### config.mk
export PLATFORM = sky130hd
export DESIGN_NAME = multicycle_controller
export DESIGN_NICKNAME = d
export VERILOG_FILES = /design/src/rtl/arm_ctrl_pkg.sv /design/src/rtl/cond_logic.sv /design/src/rtl/multicycle_controller.sv
export SDC_FILE = /design/constraint.sdc
export NUM_CORES = 1
export LEC_CHECK = 0
export ABC_AREA = 0
export BUFFER_PORTS_ARGS = -buffer_cell sky130_fd_sc_hd__buf_2
export CELL_PAD_IN_SITES_DETAIL_PLACEMENT = 0
export CELL_PAD_IN_SITES_GLOBAL_PLACEMENT = 1
export CORE_MARGIN = 2
export CORE_UTILIZATION = 33
export CTS_BUF_LIST = sky130_fd_sc_hd__clkbuf_4 sky130_fd_sc_hd__clkbuf_8 sky130_fd_sc_hd__clkbuf_16
export DETAILED_ROUTE_END_ITERATION = 10
export GPL_TIMING_DRIVEN = 0
export PLACE_DENSITY_LB_ADDON = 0.15
export SLEW_MARGIN = 0
export SYNTH_ARGS = -nofsm -noshare
export SYNTH_HDL_FRONTEND = slang
export SYNTH_HIERARCHICAL = 1
export SYNTH_SLANG_ARGS = --single-unit
### constraint.sdc
create_clock -name clk -period 2.4 [get_ports clk]
set_input_delay 0.24 -clock clk [delete_from_list [all_inputs] [get_ports clk]]
set_output_delay 0.24 -clock clk [all_outputs]
set_load 0.1 [all_outputs]
### src/rtl/arm_ctrl_pkg.sv
// Shared types and select encodings for the multicycle ARM control unit.
package arm_ctrl_pkg;

    localparam int unsigned STATE_W = 4;

    // Ten live states; encodings 10..15 are unused and recover to FETCH.
    typedef enum logic [STATE_W-1:0] {
        S_FETCH    = 4'd0,
        S_DECODE   = 4'd1,
        S_MEMADR   = 4'd2,
        S_MEMREAD  = 4'd3,
        S_MEMWB    = 4'd4,
        S_MEMWRITE = 4'd5,
        S_EXECR    = 4'd6,
        S_EXECI    = 4'd7,
        S_ALUWB    = 4'd8,
        S_BRANCH   = 4'd9
    } state_t;

    localparam logic [3:0] COND_EQ = 4'b0000;
    localparam logic [3:0] COND_NE = 4'b0001;
    localparam logic [3:0] COND_CS = 4'b0010;
    localparam logic [3:0] COND_CC = 4'b0011;
    localparam logic [3:0] COND_MI = 4'b0100;
    localparam logic [3:0] COND_PL = 4'b0101;
    localparam logic [3:0] COND_VS = 4'b0110;
    localparam logic [3:0] COND_VC = 4'b0111;
    localparam logic [3:0] COND_HI = 4'b1000;
    localparam logic [3:0] COND_LS = 4'b1001;
    localparam logic [3:0] COND_GE = 4'b1010;
    localparam logic [3:0] COND_LT = 4'b1011;
    localparam logic [3:0] COND_GT = 4'b1100;
    localparam logic [3:0] COND_LE = 4'b1101;
    localparam logic [3:0] COND_AL = 4'b1110;
    localparam logic [3:0] COND_NV = 4'b1111;

    localparam logic [1:0] ALU_ADD = 2'b00;
    localparam logic [1:0] ALU_SUB = 2'b01;
    localparam logic [1:0] ALU_AND = 2'b10;
    localparam logic [1:0] ALU_ORR = 2'b11;

    localparam logic [1:0] RES_ALUOUT    = 2'b00;
    localparam logic [1:0] RES_DATA      = 2'b01;
    localparam logic [1:0] RES_ALURESULT = 2'b10;

    localparam logic [1:0] SRCB_RD2    = 2'b00;
    localparam logic [1:0] SRCB_EXTIMM = 2'b01;
    localparam logic [1:0] SRCB_FOUR   = 2'b10;

    localparam logic [1:0] OP_DP     = 2'b00;
    localparam logic [1:0] OP_MEM    = 2'b01;
    localparam logic [1:0] OP_BRANCH = 2'b10;

endpackage

### src/rtl/cond_logic.sv
// Flags register, condition check and gating of the architectural write enables.
module cond_logic
    import arm_ctrl_pkg::*;
#(
    parameter logic NV_EXECUTES = 1'b0
)(
    input  logic       clk,
    input  logic       reset,
    input  logic [3:0] i_cond,
    input  logic [3:0] i_alu_flags,
    input  logic [1:0] i_flag_w,
    input  logic       i_pcs,
    input  logic       i_next_pc,
    input  logic       i_reg_w,
    input  logic       i_mem_w,
    input  logic       i_en,
    output logic       o_pc_write,
    output logic       o_reg_write,
    output logic       o_mem_write
);

    logic [3:0] r_flags;
    logic       w_cond_ex;
    logic [1:0] w_flag_write;
    logic       w_n, w_z, w_c, w_v;

    assign {w_n, w_z, w_c, w_v} = r_flags;

    // Evaluate the condition field against the registered NZCV flags.
    always_comb begin
        w_cond_ex = 1'b0;
        case (i_cond)
            COND_EQ: w_cond_ex = w_z;
            COND_NE: w_cond_ex = ~w_z;
            COND_CS: w_cond_ex = w_c;
            COND_CC: w_cond_ex = ~w_c;
            COND_MI: w_cond_ex = w_n;
            COND_PL: w_cond_ex = ~w_n;
            COND_VS: w_cond_ex = w_v;
            COND_VC: w_cond_ex = ~w_v;
            COND_HI: w_cond_ex = w_c & ~w_z;
            COND_LS: w_cond_ex = ~w_c | w_z;
            COND_GE: w_cond_ex = ~(w_n ^ w_v);
            COND_LT: w_cond_ex = w_n ^ w_v;
            COND_GT: w_cond_ex = ~w_z & ~(w_n ^ w_v);
            COND_LE: w_cond_ex = w_z | (w_n ^ w_v);
            COND_AL: w_cond_ex = 1'b1;
            COND_NV: w_cond_ex = NV_EXECUTES;
            default: w_cond_ex = 1'b0;
        endcase
    end

    assign w_flag_write = i_flag_w & {2{w_cond_ex & i_en}};

    // NZ and CV halves load independently so logical ops keep C and V.
    always_ff @(posedge clk or posedge reset) begin
        if (reset) begin
            r_flags <= 4'b0000;
        end else begin
            if (w_flag_write[1]) r_flags[3:2] <= i_alu_flags[3:2];
            if (w_flag_write[0]) r_flags[1:0] <= i_alu_flags[1:0];
        end
    end

    assign o_pc_write  = i_en & (i_next_pc | (i_pcs & w_cond_ex));
    assign o_reg_write = i_en & i_reg_w & w_cond_ex;
    assign o_mem_write = i_en & i_mem_w & w_cond_ex;

endmodule

### src/rtl/multicycle_controller.sv
// Moore control FSM, ALU decoder and instruction-field decode for the multicycle ARM datapath.
module multicycle_controller
    import arm_ctrl_pkg::*;
#(
    parameter logic [3:0] PC_REG      = 4'd15,
    parameter logic       NV_EXECUTES = 1'b0
)(
    input  logic       clk,
    input  logic       reset,
    input  logic [3:0] Cond,
    input  logic [1:0] Op,
    input  logic [5:0] Funct,
    input  logic [3:0] Rd,
    input  logic [3:0] ALUFlags,
    output logic       PCWrite,
    output logic       MemWrite,
    output logic       RegWrite,
    output logic       IRWrite,
    output logic       AdrSrc,
    output logic [1:0] ResultSrc,
    output logic       ALUSrcA,
    output logic [1:0] ALUSrcB,
    output logic [1:0] ALUControl,
    output logic [1:0] ImmSrc,
    output logic [1:0] RegSrc
);

    state_t     r_state;
    state_t     w_next_state;
    logic       w_next_pc, w_reg_w, w_mem_w, w_branch, w_ir_write, w_alu_op, w_legal;
    logic       w_en, w_pcs;
    logic [1:0] w_flag_w;

    // State register.
    always_ff @(posedge clk or posedge reset) begin
        if (reset) r_state <= S_FETCH;
        else       r_state <= w_next_state;
    end

    // Next-state and per-state control outputs.
    always_comb begin
        w_next_state = S_FETCH;
        w_next_pc    = 1'b0;
        w_reg_w      = 1'b0;
        w_mem_w      = 1'b0;
        w_branch     = 1'b0;
        w_ir_write   = 1'b0;
        w_alu_op     = 1'b0;
        w_legal      = 1'b1;
        AdrSrc       = 1'b0;
        ResultSrc    = RES_ALUOUT;
        ALUSrcA      = 1'b0;
        ALUSrcB      = SRCB_RD2;
        case (r_state)
            S_FETCH: begin
                ALUSrcA      = 1'b1;
                ALUSrcB      = SRCB_FOUR;
                ResultSrc    = RES_ALURESULT;
                w_ir_write   = 1'b1;
                w_next_pc    = 1'b1;
                w_next_state = S_DECODE;
            end
            S_DECODE: begin
                ALUSrcA   = 1'b1;
                ALUSrcB   = SRCB_FOUR;
                ResultSrc = RES_ALURESULT;
                case (Op)
                    OP_MEM:    w_next_state = S_MEMADR;
                    OP_DP:     w_next_state = Funct[5] ? S_EXECI : S_EXECR;
                    OP_BRANCH: w_next_state = S_BRANCH;
                    default:   w_next_state = S_FETCH;
                endcase
            end
            S_MEMADR: begin
                ALUSrcB      = SRCB_EXTIMM;
                w_next_state = Funct[0] ? S_MEMREAD : S_MEMWRITE;
            end
            S_MEMREAD: begin
                AdrSrc       = 1'b1;
                w_next_state = S_MEMWB;
            end
            S_MEMWB: begin
                ResultSrc = RES_DATA;
                w_reg_w   = 1'b1;
            end
            S_MEMWRITE: begin
                AdrSrc  = 1'b1;
                w_mem_w = 1'b1;
            end
            S_EXECR: begin
                w_alu_op     = 1'b1;
                w_next_state = S_ALUWB;
            end
            S_EXECI: begin
                ALUSrcB      = SRCB_EXTIMM;
                w_alu_op     = 1'b1;
                w_next_state = S_ALUWB;
            end
            S_ALUWB: begin
                w_reg_w = 1'b1;
            end
            S_BRANCH: begin
                ALUSrcB   = SRCB_EXTIMM;
                ResultSrc = RES_ALURESULT;
                w_branch  = 1'b1;
            end
            default: begin
                w_legal = 1'b0;
            end
        endcase
    end

    // ALU decoder: only the four supported commands may set flags.
    always_comb begin
        ALUControl = ALU_ADD;
        w_flag_w   = 2'b00;
        if (w_alu_op) begin
            case (Funct[4:1])
                4'b0100: begin ALUControl = ALU_ADD; w_flag_w = {Funct[0], Funct[0]}; end
                4'b0010: begin ALUControl = ALU_SUB; w_flag_w = {Funct[0], Funct[0]}; end
                4'b0000: begin ALUControl = ALU_AND; w_flag_w = {Funct[0], 1'b0}; end
                4'b1100: begin ALUControl = ALU_ORR; w_flag_w = {Funct[0], 1'b0}; end
                default: begin ALUControl = ALU_ADD; w_flag_w = 2'b00; end
            endcase
        end
    end

    assign ImmSrc  = Op;
    assign RegSrc  = {Op == OP_MEM, Op == OP_BRANCH};
    assign w_pcs   = ((Rd == PC_REG) & w_reg_w) | w_branch;
    assign w_en    = w_legal & ~reset;
    assign IRWrite = w_ir_write & w_en;

    cond_logic #(
        .NV_EXECUTES (NV_EXECUTES)
    ) u_cond_logic (
        .clk         (clk),
        .reset       (reset),
        .i_cond      (Cond),
        .i_alu_flags (ALUFlags),
        .i_flag_w    (w_flag_w),
        .i_pcs       (w_pcs),
        .i_next_pc   (w_next_pc),
        .i_reg_w     (w_reg_w),
        .i_mem_w     (w_mem_w),
        .i_en        (w_en),
        .o_pc_write  (PCWrite),
        .o_reg_write (RegWrite),
        .o_mem_write (MemWrite)
    );

endmodule

==> results by group <==
Finish
  – Most frequent cells in the layout: 36 x buf_2, 13 x nor2_1, 7 x nor2b_1, 7 x dfrtp_1
  – Finished Layout Cells: 184
  – Final Util: 47.5%
  – Share of layout cells above drive strength 1: 42.2%
  – Register area: 201 µm²
  – # nets final: 178
  – Area grow syn2layout: 33.5%
  – Antenna Cells: 0
  – Most common cell after layout, fill and taps aside: buf_2
  – Fillers: approximately 270
  – Multi-input gate area: 637 µm²

Floorplan
  – I/O pins: 38
  – Die Y: 56.1 µm
  – DIE AREA: 3150 µm²
  – # rows: 18
  – Core ar.: around 2500 µm²
  – Die W: 56.1 µm
  – Initial Util: 35.6%

Timing
  – Final Critical Period: about 2.3 ns
  – Setup ws final: 0.110 ns
  – Period utilization: a little over nine tenths
  – Slew Limit Headroom: 68.2%
  – RSZ-0062 raised after global routing: no
  – Slew at the pin closest to its max-slew limit: between 0.4 and 0.5 ns
  – Final Hold Violating Endpoints: 0
  – Fmax: about 0.44 GHz
  – Fin Clk Skew: 0.00760 ns
  – Hold WS: 0.209 ns
  – Final Max Slew Viols: 0
  – Final setup vio count: 0

Pwr
  – LEAKAGE: 0.567 nW
  – Power Total: 1.49 mW
  – Pwr Density: 1250 nW/µm²
  – Max VDD drop: 1.03 mV

Synthesis
  – Area contributors post-synth: dfrtp_1 22%, nor2_1 6.3%, nor2b_1 5.6%, mux2_1 5.0%, a21oi_1 3.3%
  – Yosys warnings: 6
  – Seq/Total Area, Yosys: between 20% and 30%
  – Post-synth top area share: between 20% and 30%
  – Syn Area/Cell: 7.87 µm²
  – Yosys cell types: 44
  – Post-synth ARST share: 100%
  – Synth Flop Type: dfrtp_1
  – Area of the mapped netlist: 897 µm²
  – Post-synth EDFFs: 0
  – Synthesized Nets: 136
  – Mapped Cells: around 110
  – Leading area contributor after synthesis: dfrtp_1
  – Post-synthesis register bit count: 8

Global routing
  – M2 GR Usage: 20.0%
  – GR Layer Usage met1: 21.5%
  – GRT overflow: 0
  – First-pass GRT wire length: 3620 µm
  – GRT Max-Usage Layer: met1
  – Initial antenna violation count: 0
  – Met3 usage: approximately 1.6%
  – Total track usage: 14.0%
  – Largest net degree at the start of global routing: 11
  – Vias in the first global route: slightly above 800

CTS
  – CTS buffer count: 3
  – Clock Latency Late Sink: 0.25 ns
  – CTS tree: yes
  – Root Buffer: clkbuf_4
  – H-tree levels: 1
  – Max Buffers Root-to-Sink: 2
  – # clock sinks: 8
  – Clk slew on worst S/H paths: 0.05 ns

Routing
  – Routed len/inst: 11.7 µm
  – Drt first-iter violations: 18
  – First drt pass iteration count: 4
  – DR vias: 930
  – Drt total wl: 2150 µm
  – DRC Markers: 0
  – Vias/cell: between 5 and 6
  – Post-DRT Antenna Nets: 0

Min path
  – Cell count of the worst hold path: 2
  – HP Class: primary input to register

Run status
  – Status: completed

Worst setup path
  – Crit-path cells: xnor2_2 -> xnor2_1 -> a2111oi_2 -> a311oi_2 -> nor2b_2 -> a22o_1 -> buf_6
  – CP startpoint kind: register
  – Critical-path top delay cell: dfrtp_2
  – Buf+Inv Stages, Crit Path: 1
  – Critical Path Fanout Max: 6
  – CP Data Required Time: 2.16 ns
  – Critical Path End Type: output pin
  – Critical path type: register to output pin
  – Largest delay contributor family on the critical path: compound AO/OA/AOI/OAI gates
  – Data arrival, critical path: 2.05 ns
  – CP peak stage delay: 0.45 ns
  – Crit path depth: 7
  – R2R cell count: 7

Job
  – Max-cap violation count: 0

Place
  – Pre-CTS setup slack: 0.0507 ns
  – I/O Buffers: 35
  – Dpl hpwl: 1750 µm
  – Final Wtd Congestion: 0.743
  – Placed cell count: 179
==> layout make-up <==
class                      count  area share (%)
timing repair buffer          37            18.0
buffer                        10            5.75
clock buffer                   3            1.88
tap                           30            3.13
multi-input combinational     92            53.2
inverter                       4            1.25
sequential                     8            16.8
==> what timing repair did <==
action | 4_1_cts | 5_1_grt
setup buffers | 0 | 1
endpoints found under the hold margin | 8 | 0
gates resized for setup | 7 | 2
hold buffers | 1 | 0
setup endpoints to repair | 3 | 3
pin swaps | 1 | 2
==> power breakdown <==
part	internal (mW)	switching [mW]	leakage (nW)
combinational	0.280	0.918	0.448
clock	0.0572	0.0446	0.0138
sequential	0.169	0.0242	0.106
==> cell usage after synthesis, types with 2 or more instances <==
| master | count |
|---|---|
| o21a_1 | 3 |
| buf_4 | 3 |
| nand3_1 | 3 |
| nor2b_1 | 8 |
| and2b_1 | 2 |
| a211oi_1 | 2 |
| a22o_1 | 2 |
| nand2_1 | 6 |
| xnor2_1 | 3 |
| nor2_1 | 15 |
| o21ai_0 | 4 |
| a21oi_1 | 6 |
| nor2_2 | 2 |
| and2_1 | 3 |
| nand2b_1 | 2 |
| inv_1 | 4 |
| buf_2 | 4 |
| mux2_1 | 4 |
| buf_6 | 2 |
| nor3_1 | 5 |
| dfrtp_1 | 8 |
==> through the flow <==
stage / setup TNS, ns / instance area [µm²]
2_1_floorplan: -0.694 / 918
3_3_place_gp: 0 / 1130
3_5_place_dp: 0 / 1130
4_1_cts: 0 / 1180
5_1_grt: 0 / 1200
6_report: 0 / 1200
==> metal layers <==
metal	share of wire (%)	routed length, µm
met1	52	1130
met2	42	892
met3	5.5	118
met4	0.47	10
met5	0	0
==> cells by family (layout without fill, tap and decap cells) <==
family,Yosys count,in the layout,synth area share (%)
flops,8,8,22.3
buf+inv,14,54,9.34
mux,5,5,6.14
xor+xnor,5,5,5.72
compound gates,26,26,21.5
simple gates,56,56,35.0
==> sequential cells by signal (all words and copies together) (netlist names) <==
name	cells
r_state	4
u_cond_logic/r_flags	4
==> worst paths after layout <==
check                                   startpoint                      end  slack [ns]
setup / recovery           u_cond_logic/r_flags[0]                  PCWrite        0.11
hold / removal                         ALUFlags[2]  u_cond_logic/r_flags[2]        0.21
setup reg to reg           u_cond_logic/r_flags[0]  u_cond_logic/r_flags[1]        0.44
hold reg to reg            u_cond_logic/r_flags[0]  u_cond_logic/r_flags[0]        0.60
max in group asynchronous                    reset  u_cond_logic/r_flags[0]        1.80
min in group asynchronous                    reset               r_state[3]        0.44
Note: power is estimated with default switching activity, not from simulation.
